[config.mk]
export PLATFORM = sky130hd
export DESIGN_NAME = month_year
export DESIGN_NICKNAME = d
export VERILOG_FILES = /design/src/rtl/month_year.sv
export SDC_FILE = /design/constraint.sdc
export NUM_CORES = 1
export LEC_CHECK = 0
export BUFFER_PORTS_ARGS = -buffer_cell sky130_fd_sc_hd__clkbuf_2
export CORE_ASPECT_RATIO = 1.25
export CORE_UTILIZATION = 40
export CTS_CLUSTER_DIAMETER = 60
export DETAILED_ROUTE_END_ITERATION = 8
export PLACE_DENSITY = 0.65
export SLEW_MARGIN = 20
export SYNTH_ARGS = -nofsm -noshare
export SYNTH_HDL_FRONTEND = slang
export SYNTH_SLANG_ARGS = --single-unit
[constraint.sdc]
create_clock -name clk_1Hz -period 2.9 [get_ports clk_1Hz]
set_input_delay 0.435 -clock clk_1Hz [delete_from_list [all_inputs] [get_ports clk_1Hz]]
set_output_delay 0.435 -clock clk_1Hz [all_outputs]
set_load 0.01 [all_outputs]
[src/rtl/month_year.sv]
// month_year: calendar stage below the day counter. Counts month 1..12 and
// year 0..YEAR_MAX on the day-overflow pulse. Also supports manual up/down
// adjustment of the month or the year.
// Optional build macro LEAP_GREGORIAN_EN: when it is defined, leap_year uses
// the full Gregorian rule through a registered decode. Otherwise leap_year
// uses the combinational mod-4 rule.
module month_year #(
    parameter int unsigned YEAR_MAX    = 9999,
    parameter int unsigned YEAR_RESET  = 2000,
    parameter int unsigned MONTH_RESET = 1
) (
    input  logic        clk_1Hz,
    input  logic        rst_n,
    input  logic        en_1,
    input  logic        carry_in,
    input  logic        adjust,
    input  logic        sel,
    input  logic        up,
    input  logic        down,
    output logic [3:0]  month_bin,
    output logic [13:0] year_bin,
    output logic        leap_year,
    output logic        carry_out
);

    localparam logic [13:0] C_YEAR_MAX    = 14'(YEAR_MAX);
    localparam logic [13:0] C_YEAR_RESET  = 14'(YEAR_RESET);
    localparam logic [3:0]  C_MONTH_RESET = 4'(MONTH_RESET);

    logic [3:0]  r_month;
    logic [13:0] r_year;
    logic        r_carry;
    logic        r_up_q;
    logic        r_down_q;

    logic        w_up_rise;
    logic        w_down_rise;
    logic [3:0]  w_month_nxt;
    logic [13:0] w_year_nxt;
    logic        w_carry_nxt;

    assign w_up_rise   = up & ~r_up_q;
    assign w_down_rise = down & ~r_down_q;

    // Next month/year/carry from count mode or from adjust-mode button edges.
    always_comb begin
        // NOTE: every output of this block gets a default first, so no path leaves it unassigned and no latch is inferred.
        w_month_nxt = r_month;
        w_year_nxt  = r_year;
        w_carry_nxt = 1'b0;
        if (!adjust) begin
            if (en_1 && carry_in) begin
                if (r_month == 4'd12) begin
                    w_month_nxt = 4'd1;
                    if (r_year == C_YEAR_MAX) begin
                        w_year_nxt  = '0;
                        w_carry_nxt = 1'b1;
                    end else begin
                        w_year_nxt = r_year + 14'd1;
                    end
                end else begin
                    w_month_nxt = r_month + 4'd1;
                end
            end
        end else if (w_up_rise != w_down_rise) begin
            // Two simultaneous edges cancel each other. A month wrap never touches the year.
            if (!sel) begin
                if (w_up_rise) begin
                    w_month_nxt = (r_month == 4'd12) ? 4'd1 : r_month + 4'd1;
                end else begin
                    w_month_nxt = (r_month == 4'd1) ? 4'd12 : r_month - 4'd1;
                end
            end else begin
                if (w_up_rise) begin
                    w_year_nxt = (r_year == C_YEAR_MAX) ? 14'd0 : r_year + 14'd1;
                end else begin
                    w_year_nxt = (r_year == 14'd0) ? C_YEAR_MAX : r_year - 14'd1;
                end
            end
        end
    end

    // Calendar state and button history. The button history is sampled in every mode.
    always_ff @(posedge clk_1Hz or negedge rst_n) begin
        if (!rst_n) begin
            r_month  <= C_MONTH_RESET;
            r_year   <= C_YEAR_RESET;
            r_carry  <= 1'b0;
            r_up_q   <= 1'b0;
            r_down_q <= 1'b0;
        end else begin
            // NOTE: non-blocking assignments, so every register samples the values from before this edge.
            r_month  <= w_month_nxt;
            r_year   <= w_year_nxt;
            r_carry  <= w_carry_nxt;
            r_up_q   <= up;
            r_down_q <= down;
        end
    end

`ifdef LEAP_GREGORIAN_EN
    function automatic logic greg_leap(input logic [13:0] y);
        return ((y[1:0] == 2'b00) && ((y % 14'd100) != 14'd0)) ||
               ((y % 14'd400) == 14'd0);
    endfunction

    localparam logic C_LEAP_RESET = greg_leap(C_YEAR_RESET);

    logic r_leap;

    // Registered Gregorian decode. It lags a year change by one cycle and has
    // settled long before the next month step.
    always_ff @(posedge clk_1Hz or negedge rst_n) begin
        if (!rst_n) begin
            r_leap <= C_LEAP_RESET;
        end else begin
            r_leap <= greg_leap(r_year);
        end
    end

    assign leap_year = r_leap;
`else
    assign leap_year = (r_year[1:0] == 2'b00);
`endif

    assign month_bin = r_month;
    assign year_bin  = r_year;
    assign carry_out = r_carry;

endmodule

# Word level (Yosys, flattened, before mapping)
# Index checks and enable logic that the tools add are counted.
# W data, S select, Z words.
# classes
bitwise_logic,4
n_reduce_logical,7
mux,19
n_addsub,4
eq_ne,7
# ops
cell,count
$mux W14,8
$mux W4,7
$add A14 B1 Y14 const B,1
$eq A14 B14 Y1 const B,1
$logic_not A14 Y1,1
$sub A14 B1 Y14 const B,1
$add A4 B1 Y4 const B,1
$eq A4 B1 Y1 const B,1
$eq A4 B4 Y1 const B,1
$mux W1,4
$ne A2 B1 Y1 const B,2
$reduce_and A4 Y1,1
$reduce_bool A2 Y1,2
$sub A4 B1 Y4 const B,1
$reduce_and A3 Y1,1
$and A1 B1 Y1,2
$logic_not A2 Y1,1
$ne A2 B2 Y1 const B,1
$not A1 Y1,2
$logic_and A1 B1 Y1,1
$ne A1 B1 Y1,1
# word_totals
regBits,21
in_bits,8
output_inout_bits,20
wordCells,46

# Longest topological paths before layout
# logic_depth
depth_word,6
depth_mapped,8
ltp_nobuf,7

# Least setup slack after synthesis
# Ideal clock, no wire load.
# synth_path
kind,register to register
start,register r_year[0] (netlist: year_bin[0])
end,register r_year[7] (netlist: year_bin[7])
synth_period_minus_slack_ps,2325
slack_ps,575
setup_time_ps,83
required_time_ps,2817
n_path_buf,0
stages_incl_launch_ff,8
arrival_ps,2242
cell_sequence,dfrtp_1 -> inv_1 -> ha_1 -> nor3b_1 -> nand4_1 -> nand2_1 -> o221ai_2 -> a221o_1
# synth_via
elab_chain_cells,6
word_cells_on_any_way,12
classes_between,add/sub: 2; eq/ne: 1; mux: 8; reduce/logical: 1
# synth_lines
element,line,source
start: declaration,31,logic [13:0] r_year;
start signal: assignment,94,r_year <= w_year_nxt;
$sub A14 B1 Y14 (tied with other cells),77,w_year_nxt = (r_year == 14'd0) ? C_YEAR_MAX : r_year - 14'd1;
$mux W14 (on tied branches),"77, 55, 75",
$mux W14,74,if (w_up_rise) begin
$mux W14,67,if (!sel) begin
$mux W14,65,end else if (w_up_rise != w_down_rise) begin
$mux W14 *,51,if (!adjust) begin
# Every way passes the cells marked *; elsewhere a longest branch is shown, timed or not. The select of a mux whose other input is x is not followed.
# A chain may end at the register's enable or synchronous reset.

# Worst setup path in the final report
# layout_path
start,register r_year[6] (netlist: year_bin[6])
end,register r_year[7] (netlist: year_bin[7])
# Same word-level chain as after synthesis.

==> results.json <==
{
  "avgViaCountPerCell": 5.918,
  "final_setup_skew_ns": 0.01138,
  "power_frac_clock": 0.151,
  "rsz0062_at_grt": "no",
  "antenna-diode-count": 0,
  "route.detailed.wl_per_inst_um": 15.72,
  "cts_repair_resize_count": 0,
  "clk_path_buf_depth": 2,
  "crit_required_ns": 3.09,
  "synth.distinct_cells": 60,
  "criticalPathCategory": "flip-flop to flip-flop",
  "min_tclk_post_route_ns": 2.264,
  "yosys_top_cell_area_share": 0.1997,
  "cp.buffers_inverters": 0,
  "powerDensity_nw_per_um2": 676.0,
  "timing.critical_path.fanout_max": 12,
  "antenna_left": 0,
  "clk_root_buffer_cell": "sky130_fd_sc_hd__clkbuf_8",
  "post_cts.repair.setup_buffers": 0,
  "postLayoutCellArea_sq_um": 1974,
  "finalHoldViolCount": 0,
  "syn-instance-count": 218,
  "ys_async_sr_fraction": 1.000,
  "timing.final.crit_share": 0.7808,
  "fmaxAchievable_ghz": 0.4416,
  "critPathLaunchType": "flip-flop",
  "floorplan.initialDensity": 0.4246,
  "netlist_top_cells_count": "sky130_fd_sc_hd__nor2_1, sky130_fd_sc_hd__nand2_1, sky130_fd_sc_hd__dfrtp_1, sky130_fd_sc_hd__a21oi_1, sky130_fd_sc_hd__clkbuf_1",
  "power.internal_uw": 737.2,
  "synth-edff-count": 0,
  "drt_pass1_iterations": 4,
  "portBuffers": 27,
  "top_usage_layer": "met2",
  "grt_pass1_vias": 1709,
  "n_fill_cell": 431,
  "yosysMostFrequentCell": "sky130_fd_sc_hd__nor2_1",
  "worst_pin_slew_ns": 0.6265,
  "slowest_delay_ns": 0.55,
  "grt_start_max_net_pins": 22,
  "critical_path.cell_chain": "or4_4, or3_4, o21ai_4, o221ai_2, a221o_1",
  "core_sq_um": 4131,
  "arrival_ns": 2.46,
  "met3_usage": 0.02377,
  "post-dp-hpwl_um": 3365,
  "fraction_of_final_layout_cells_sized_beyond_drive_strength_1": 0.2185,
  "synth.yosys.seq_area_share": 0.3046,
  "grt_pass1_wl_um": 8073,
  "hold_class": "primary input to async pin",
  "crit_path_end_kind": "flip-flop",
  "swShare": 0.4477,
  "tritoncts": "yes",
  "syn_area_per_cell_sq_um": 8.047,
  "overflow": 0,
  "grt_antenna_before_repair": 0,
  "setup_total_negative_slack_ns": 0,
  "critical-path-slowest-cell": "sky130_fd_sc_hd__or4_4",
  "post-route-drc-count": 0,
  "clkLatencyLatePin_ns": 0.27,
  "layout.area.seq_sq_um": 534.3,
  "globalRouteMet2Util": 0.3565,
  "multiInputGateArea_sq_um": 1107,
  "synth.area.top_cells": "sky130_fd_sc_hd__dfrtp_1, sky130_fd_sc_hd__dfstp_2, sky130_fd_sc_hd__nor2_1",
  "htreeDepth": 1,
  "status": "finished, final reports clean",
  "drv.max_cap_violation_count": 0,
  "pwr-share-seq": 0.412,
  "report.final.setup_viol": 0,
  "via_count": 1740,
  "cts_made_buffers": 3,
  "timing.max_slew.rel_slack": 0.5823,
  "core.rowCount": 26,
  "ir_worst_vdd_mv": 0.4774,
  "die_h_um": 76.04,
  "drt_initial_violations": 136,
  "grt_use_met1": 0.3009,
  "place.gp.congestion": 0.8585,
  "synth.yosys.warnings": 0,
  "gr-usage-all-layers": 0.2253,
  "postPlaceCellArea_sq_um": 1929,
  "numClockSinks": 21,
  "final-max-slew-violation-count": 0,
  "routed_wl_um": 4623,
  "cell_type_contributing_the_most_total_cell_area_after_synthesis": "sky130_fd_sc_hd__dfrtp_1",
  "instances_no_fill": 294,
  "layout-area-overhead-vs-synth_pct": 12.55,
  "net_switching_power_figure_uw": 597.5,
  "clkTransAtPathRegs_ns": 0.09,
  "synth.ff_latch_count": 21,
  "synth_flop_cell": "sky130_fd_sc_hd__dfrtp_1",
  "path_delay_family": "simple AND/OR/NAND/NOR gates",
  "place_inst": 290,
  "cts_hold_buffers": 0,
  "die_area_sq_um": 4656,
  "leakage_nw": 0.8017,
  "finalNetCount": 252,
  "io_pins": 28,
  "die_width_um": 61.23,
  "post_synthesis_instance_area_sq_um": 1754,
  "p_comb_frac": 0.438,
  "synth_fp_nets": 231
}
layout by cell type (no fill, tap or decap), drive strengths merged, types with 4 or more instances in the layout:
master / count
and2: 5
dfrtp: 14
a211oi: 5
nor2: 21
o221ai: 4
o21ai: 15
inv: 10
ha: 5
clkbuf: 31
dfstp: 7
o211ai: 4
a22o: 5
nand2: 16
a21o: 4
a21oi: 13
buf: 6
nand4: 5
nand2b: 6
nor3: 7
nand3: 7
nor4: 4
metal layers:
layer,vias up,share of wire
li1,855,-
met1,834,0.44
met2,43,0.50
met3,8,0.035
met4,0,0.018
met5,-,0
sequential cells by signal, summed over array words and instances, names as in the netlist:
register,cells
year_bin,14
month_bin,4
carry_out,1
r_down_q,1
r_up_q,1
worst reg2reg max path, cell delays in order, from the launching register on:
cell                       delay [ns]
sky130_fd_sc_hd__dfstp_2         0.43
sky130_fd_sc_hd__or4_4           0.55
sky130_fd_sc_hd__or3_4           0.42
sky130_fd_sc_hd__o21ai_4         0.28
sky130_fd_sc_hd__o221ai_2        0.15
sky130_fd_sc_hd__a221o_1         0.37
stage by stage:
step	setup slack, ns	hold slack (ns)	power (mW)	utilization
floorplan	0.5749	0.1394	0.9389	-
global placement	0.6459	0.4504	1.131	0.4670
detailed placement	0.6794	0.4506	1.136	0.4670
CTS	0.6562	0.1583	1.340	0.4779
global route	0.4560	0.1718	1.461	0.4779
finish	0.6355	0.1300	1.335	0.4779
power by group through the flow:
stage	logic, mW	clock network [mW]	registers [mW]
floorplan	0.428	0	0.511
global placement	0.578	0	0.552
detailed placement	0.581	0	0.555
CTS	0.586	0.206	0.548
global route	0.659	0.225	0.577
finish	0.584	0.201	0.549
final cells by class:
class,count,area share
Sequential cell,21,0.2706
Tap cell,56,0.03549
Clock buffer,4,0.02281
Timing Repair Buffer,33,0.09126
Inverter,10,0.01901
Multi-Input combinational cell,170,0.5608
cell families after synthesis:
kind of cell / count (synthesis) / share of synthesized area
buf+inv: 27 / 0.06420
fa+ha+maj: 5 / 0.03566
compound gates: 75 / 0.3117
simple gates: 85 / 0.2554
xor+xnor: 2 / 0.009988
mux: 3 / 0.01854
flops: 21 / 0.3046
path summary, 6_finish.rpt:
check	start	to	slack [ns]	depth (start not counted)
setup reg to reg	year_bin[6]$_DFFE_PN1P_	year_bin[7]$_DFFE_PN1P_	0.64	5
hold / removal	rst_n	year_bin[11]$_DFFE_PN0P_	0.13	1
max in group asynchronous	rst_n	month_bin[0]$_DFFE_PN1P_	2.39	1
hold reg to reg	month_bin[0]$_DFFE_PN1P_	month_bin[0]$_DFFE_PN1P_	0.55	2
min in group clk_1Hz	up	r_up_q$_DFF_PN0_	0.29	1
setup / recovery	year_bin[6]$_DFFE_PN1P_	year_bin[7]$_DFFE_PN1P_	0.64	5
No activity file was read; power rests on OpenSTA's default activity.
